[src/rtl/y86_pkg.sv]
// Shared Y86-64 constants for the fetch-stage PC logic: icodes, FSM states
// and branch-prediction mode encodings.
package y86_pkg;

    localparam logic [3:0] ICODE_HALT = 4'h0;
    localparam logic [3:0] ICODE_JXX  = 4'h7;
    localparam logic [3:0] ICODE_CALL = 4'h8;
    localparam logic [3:0] ICODE_RET  = 4'h9;

    typedef enum logic {
        RUN  = 1'b0,
        HALT = 1'b1
    } fsm_state_t;

    localparam int PRED_ALWAYS_TAKEN = 0;
    localparam int PRED_BTFN         = 1;

endpackage

[src/rtl/pc_predict_unit_ras_stack.sv]
// Circular return-address stack: overflow overwrites the oldest entry and
// saturates the count; a pop on an empty stack is ignored.
module ras_stack #(
    parameter  int ADDR_W = 64,
    parameter  int DEPTH  = 8,
    localparam int PTR_W  = $clog2(DEPTH),
    localparam int CNT_W  = PTR_W + 1
) (
    input  logic              clk,
    input  logic              rst_n,
    input  logic              push,
    input  logic              pop,
    input  logic [ADDR_W-1:0] push_data,
    output logic [ADDR_W-1:0] top,
    output logic [CNT_W-1:0]  count,
    output logic              empty
);

    logic [ADDR_W-1:0] mem [DEPTH];
    logic [PTR_W-1:0]  sp;

    always_ff @(posedge clk or negedge rst_n) begin
        if (!rst_n) begin
            sp    <= '0;
            count <= '0;
        end else if (push) begin
            sp <= sp + 1'b1;
            if (count != CNT_W'(DEPTH))
                count <= count + 1'b1;
        end else if (pop && !empty) begin
            sp    <= sp - 1'b1;
            count <= count - 1'b1;
        end
    end

    // NOTE: entries need no reset; count gates every read of stale data.
    always_ff @(posedge clk) begin
        if (push)
            mem[sp] <= push_data;
    end

    assign top   = mem[sp - 1'b1];
    assign empty = (count == '0);

endmodule

[src/rtl/pc_predict_unit.sv]
// Fetch PC select, branch/return prediction and halt FSM for the pipelined
// Y86-64 core. Optional return-address stack enabled by defining RAS_EN.
module pc_predict_unit
    import y86_pkg::*;
#(
    parameter  int                ADDR_W    = 64,
    parameter  logic [ADDR_W-1:0] RESET_PC  = '0,
    parameter  int                PRED_MODE = PRED_ALWAYS_TAKEN,
    parameter  int                RAS_DEPTH = 8,
    localparam int                CNT_W     = $clog2(RAS_DEPTH) + 1
) (
    input  logic              clk,
    input  logic              rst_n,
    input  logic              f_stall,
    input  logic [3:0]        f_icode,
    input  logic [ADDR_W-1:0] f_valC,
    input  logic [ADDR_W-1:0] f_valP,
    input  logic [3:0]        m_icode,
    input  logic              m_cnd,
    input  logic              m_pred_taken,
    input  logic [ADDR_W-1:0] m_valA,
    input  logic [ADDR_W-1:0] m_valC,
    input  logic [3:0]        w_icode,
    input  logic [ADDR_W-1:0] w_valM,
    input  logic [ADDR_W-1:0] w_pred_ret,
    output logic [ADDR_W-1:0] f_pc,
    output logic              f_pred_taken,
    output logic [ADDR_W-1:0] f_pred_ret,
    output logic              redirect,
    output logic              halted,
    output logic [CNT_W-1:0]  ras_count
);

    logic [ADDR_W-1:0] pred_pc, next_pred;
    logic [ADDR_W-1:0] ras_top;
    logic              ras_empty;
    logic              w_redir, m_redir, load_pc;
    fsm_state_t        state, state_nxt;

    assign m_redir  = (m_icode == ICODE_JXX) && (m_cnd != m_pred_taken);
    assign redirect = w_redir || m_redir;
    // A redirect always commits the fetch at f_pc, even under stall or in HALT.
    assign load_pc  = redirect || (state == RUN && !f_stall);
    assign halted   = (state == HALT);

`ifdef RAS_EN
    assign w_redir    = (w_icode == ICODE_RET) && (w_valM != w_pred_ret);
    assign f_pred_ret = (f_icode == ICODE_RET) ? (ras_empty ? f_valP : ras_top) : '0;

    ras_stack #(.ADDR_W(ADDR_W), .DEPTH(RAS_DEPTH)) u_ras (
        .clk       (clk),
        .rst_n     (rst_n),
        .push      (load_pc && f_icode == ICODE_CALL),
        .pop       (load_pc && f_icode == ICODE_RET),
        .push_data (f_valP),
        .top       (ras_top),
        .count     (ras_count),
        .empty     (ras_empty)
    );
`else
    logic unused_pred_ret;

    assign w_redir         = (w_icode == ICODE_RET);
    assign f_pred_ret      = '0;
    assign ras_top         = '0;
    assign ras_empty       = 1'b1;
    assign ras_count       = '0;
    assign unused_pred_ret = ^w_pred_ret;
`endif

    // NOTE: every always_comb output gets a default first so no latch is inferred.
    always_comb begin
        f_pc = pred_pc;
        if (w_redir)
            f_pc = w_valM;
        else if (m_redir)
            f_pc = m_cnd ? m_valC : m_valA;
    end

    always_comb begin
        f_pred_taken = 1'b0;
        if (f_icode == ICODE_JXX)
            f_pred_taken = (PRED_MODE == PRED_BTFN) ? (f_valC < f_valP) : 1'b1;
    end

    always_comb begin
        next_pred = f_valP;
        case (f_icode)
            ICODE_CALL: next_pred = f_valC;
            ICODE_JXX:  next_pred = f_pred_taken ? f_valC : f_valP;
            ICODE_RET:  next_pred = ras_empty ? f_valP : ras_top;
            default:    next_pred = f_valP;
        endcase
    end

    always_comb begin
        state_nxt = state;
        case (state)
            RUN:  if (f_icode == ICODE_HALT && !f_stall && !redirect) state_nxt = HALT;
            HALT: if (redirect) state_nxt = RUN;
            default: state_nxt = RUN;
        endcase
    end

    // NOTE: sequential state uses non-blocking assignments only.
    always_ff @(posedge clk or negedge rst_n) begin
        if (!rst_n) begin
            pred_pc <= RESET_PC;
            state   <= RUN;
        end else begin
            state <= state_nxt;
            if (load_pc)
                pred_pc <= next_pred;
        end
    end

endmodule
[config.mk]
export PLATFORM = sky130hd
export DESIGN_NAME = pc_predict_unit
export DESIGN_NICKNAME = d
export VERILOG_FILES = /design/src/rtl/y86_pkg.sv /design/src/rtl/pc_predict_unit_ras_stack.sv /design/src/rtl/pc_predict_unit.sv
export SDC_FILE = /design/constraint.sdc
export NUM_CORES = 1
export LEC_CHECK = 0
export CELL_PAD_IN_SITES_DETAIL_PLACEMENT = 1
export CELL_PAD_IN_SITES_GLOBAL_PLACEMENT = 1
export CORE_AREA = 2 2 206 208
export CTS_CLUSTER_SIZE = 14
export DETAILED_ROUTE_END_ITERATION = 8
export DIE_AREA = 0 0 208 210
export HOLD_SLACK_MARGIN = 0.1
export PLACE_DENSITY = 0.7
export SYNTH_ARGS = -nofsm -noshare
export SYNTH_HDL_FRONTEND = slang
export SYNTH_HIERARCHICAL = 1
export SYNTH_SLANG_ARGS = --single-unit
[constraint.sdc]
create_clock -name clk -period 2.6 [get_ports clk]
set_input_delay 0.65 -clock clk [delete_from_list [all_inputs] [get_ports clk]]
set_output_delay 0.65 -clock clk [all_outputs]
set_load 0.02 [all_outputs]
==> flow_metrics.tcl <==
set metrics [dict create \
    yosysMostFrequentCell "clkbuf_1" \
    grt_first_pass_wirelength_mm 78.67 \
    fmax_mhz 360.0 \
    synth_common_cells "clkbuf_1 (138), nor2b_1 (128), o31ai_1 (128)" \
    routedWlPerCell_um 25.97 \
    dp_hpwl_mm 33.68 \
    status "finished, violations left" \
    place_inst 2034 \
    hold_buffers 0 \
    hold_violations 0 \
    syn_avg_cell_area_um2 7.690 \
    clockRootBuffer "clkbuf_16" \
    grt_max_degree 94 \
    synth_seq_area_share 0.1828 \
    dp_slack_ns -1.081 \
    post-route-period-util 1.068 \
    synth-seq-cells 65 \
    worstPathRequired_ns 1.95 \
    p_sw_frac 0.4144 \
    grt_pass1_vias 12530 \
    drv_cap 0 \
    clockPowerShare 0.184 \
    clockBufferDepth 2 \
    total_power_mw 6.167 \
    startpoint "m_cnd" \
    p_seq_frac 0.229 \
    worstSkewPairLatency_ns 0.34 \
    synth.largest_area_cell "dfrtp_1" \
    synthArstFlopShare 1.000 \
    rows 75 \
    synth_enable_flop_cells 0 \
    syn_inst 1157 \
    antenna_found_initial 3 \
    power.switching_mw 2.556 \
    cp-start-kind "primary input" \
    layout-drive-gt1-share 0.2803 \
    violations "negative setup slack" \
    hold_class "primary input to asynchronous set/reset pin" \
    cts_inserted_buffers 9 \
    power.share.combinational 0.586 \
    setup_ws_ns -0.1776 \
    yosysTopAreaCellShare 0.1828 \
    postRouteAntennaNets 0 \
    routed-via-count 11920 \
    slew_violations 0 \
    via_per_inst 5.647 \
    rsz0062_at_grt "yes" \
    setup_viol 64 \
    first_pass_iters 5 \
    period_needed_ns 2.778 \
    irDropWorstVdd_mv 0.1847 \
    dieArea_um2 43680 \
    area_growth_pct 89.27 \
    port_buffers 403 \
    cts_sinks 65 \
    drc 0 \
    ys_warn_count 6 \
    fin_setup_tns_ns -5.469 \
    gp_congestion 0.8463 \
    criticalPathCategory "primary input to output pin" \
    p_int_mw 3.611 \
    die_h_um 210 \
    p_leak_nw 5.738 \
    setup.worst_path.end_class "output pin" \
    nets 1966 \
    synth_ff_type "dfrtp_1" \
    synth_area_leaders "dfrtp_1 (18%), o31ai_1 (11%), nor2b_1 (9.0%)" \
    core_area_um2 41480 \
    grtUsageTotal 0.2339 \
    tritoncts "built" \
    netlist_area_um2 8897 \
    final.setup_skew_ns 0.006301 \
    synth_cell_types 27 \
    ioPinCount 536 \
    die_w_um 208 \
    htree_levels 3 \
    start_util 0.2145 \
    fin_cells 2111 \
    r2r-start "halted" \
    critPathArrivalTime_ns 2.13 \
    first_iter_violations 659 \
    power_density_nw_per_um2 366.2 \
    routed_wl_mm 54.83 \
    n_fill_cell 4610 \
    path_clk_slew_ns 0.06 \
    final_util 0.4060 \
    overflow 0 \
    worstPathMaxFanout 21 \
]
-- per-stage QoR --
stage | area, um2 | hold slack (ns)
detailed placement | 14170 | 0.5446
floorplan | 9449 | 0.3544
global route | 16840 | 0.2749
global placement | 14170 | 0.5262
finish | 16840 | 0.2607
CTS | 16170 | 0.2701
-- layout by cell type (no fill, tap or decap), types with 7 or more instances in the layout --
master,instances
a2111oi_2,14
nor2b_1,126
o21ai_0,64
o32a_1,64
a21oi_1,24
nor4b_1,64
o31ai_2,52
dfrtp_1,65
a2111oi_4,46
o31ai_4,9
a21oi_4,14
nor3_1,65
nor4bb_1,64
nand2_1,61
buf_12,35
buf_8,7
a21oi_2,27
o2111ai_1,64
buf_16,21
buf_6,32
o31ai_1,67
buf_4,142
clkbuf_16,14
buf_2,7
conb_1,68
clkdlybuf4s50_1,322
-- path summary, 6_finish.rpt --
path	depth (start not counted)	endpoint	slack, ns
setup / recovery	8	f_pc[60]	-0.18
hold / removal	1	pred_pc[14]	0.26
setup reg to reg	4	pred_pc[39]	1.07
hold reg to reg	2	pred_pc[13]	0.57
max in group asynchronous	2	pred_pc[47]	1.73
min in group clk	2	pred_pc[13]	0.57
-- routing by layer --
metal	vias up	track usage	wire length, um
met1	6061	0.2908	22650
met4	2	0.08560	1628
met3	77	0.03933	2788
li1	5343	-	-
met5	-	0	14
met2	437	0.4063	27750
-- final cells by class --
class / instances / area [um2] / area share
Multi-Input combinational cell: 916 / 8019 / 0.4762
Clock inverter: 4 / 20.02 / 0.001189
Sequential cell: 65 / 1627 / 0.09659
Antenna cell: 2 / 5.005 / 0.0002972
Clock buffer: 12 / 236.5 / 0.01404
Timing Repair Buffer: 573 / 6259 / 0.3716
Tap cell: 539 / 674.4 / 0.04005
-- critical path, stage by stage --
cell       delay [ns]
buf_12           0.11
buf_12           0.12
xnor2_4          0.26
buf_12           0.27
a2111oi_4        0.08
buf_4            0.16
o31ai_2          0.24
buf_4            0.19
-- state kept, by name, summed over array words and instances (netlist names) --
name / count
pred_pc: 64
halted: 1
-- repair_timing --
item | CTS | global route
cloned | 20 | 6
gates resized for setup | 594 | 93
setup buffers | 27 | 13
setup endpoints to repair | 65 | 64
pin swaps | 34 | 39
endpoints found under the hold margin | 0 | 0
-- kinds of logic after synthesis --
family | synth area share
and+or+nand+nor | 0.2976
AOI/OAI and AO/OA | 0.3803
xor gates and xnor gates | 0.001969
other | 0.0004215
DFF | 0.1828
buffers and inverters | 0.1370
-- power by group through the flow --
stage                     registers (mW)  logic (mW)  clock network [mW]
after floorplan                     1.31        1.63                   0
after global placement              1.39        2.96                   0
after detailed placement            1.38        3.03                   0
after CTS                           1.39        3.40                1.18
after global routing                1.43        3.81                1.22
final                               1.41        3.62                1.14
Note: power is estimated with default switching activity, not from simulation.
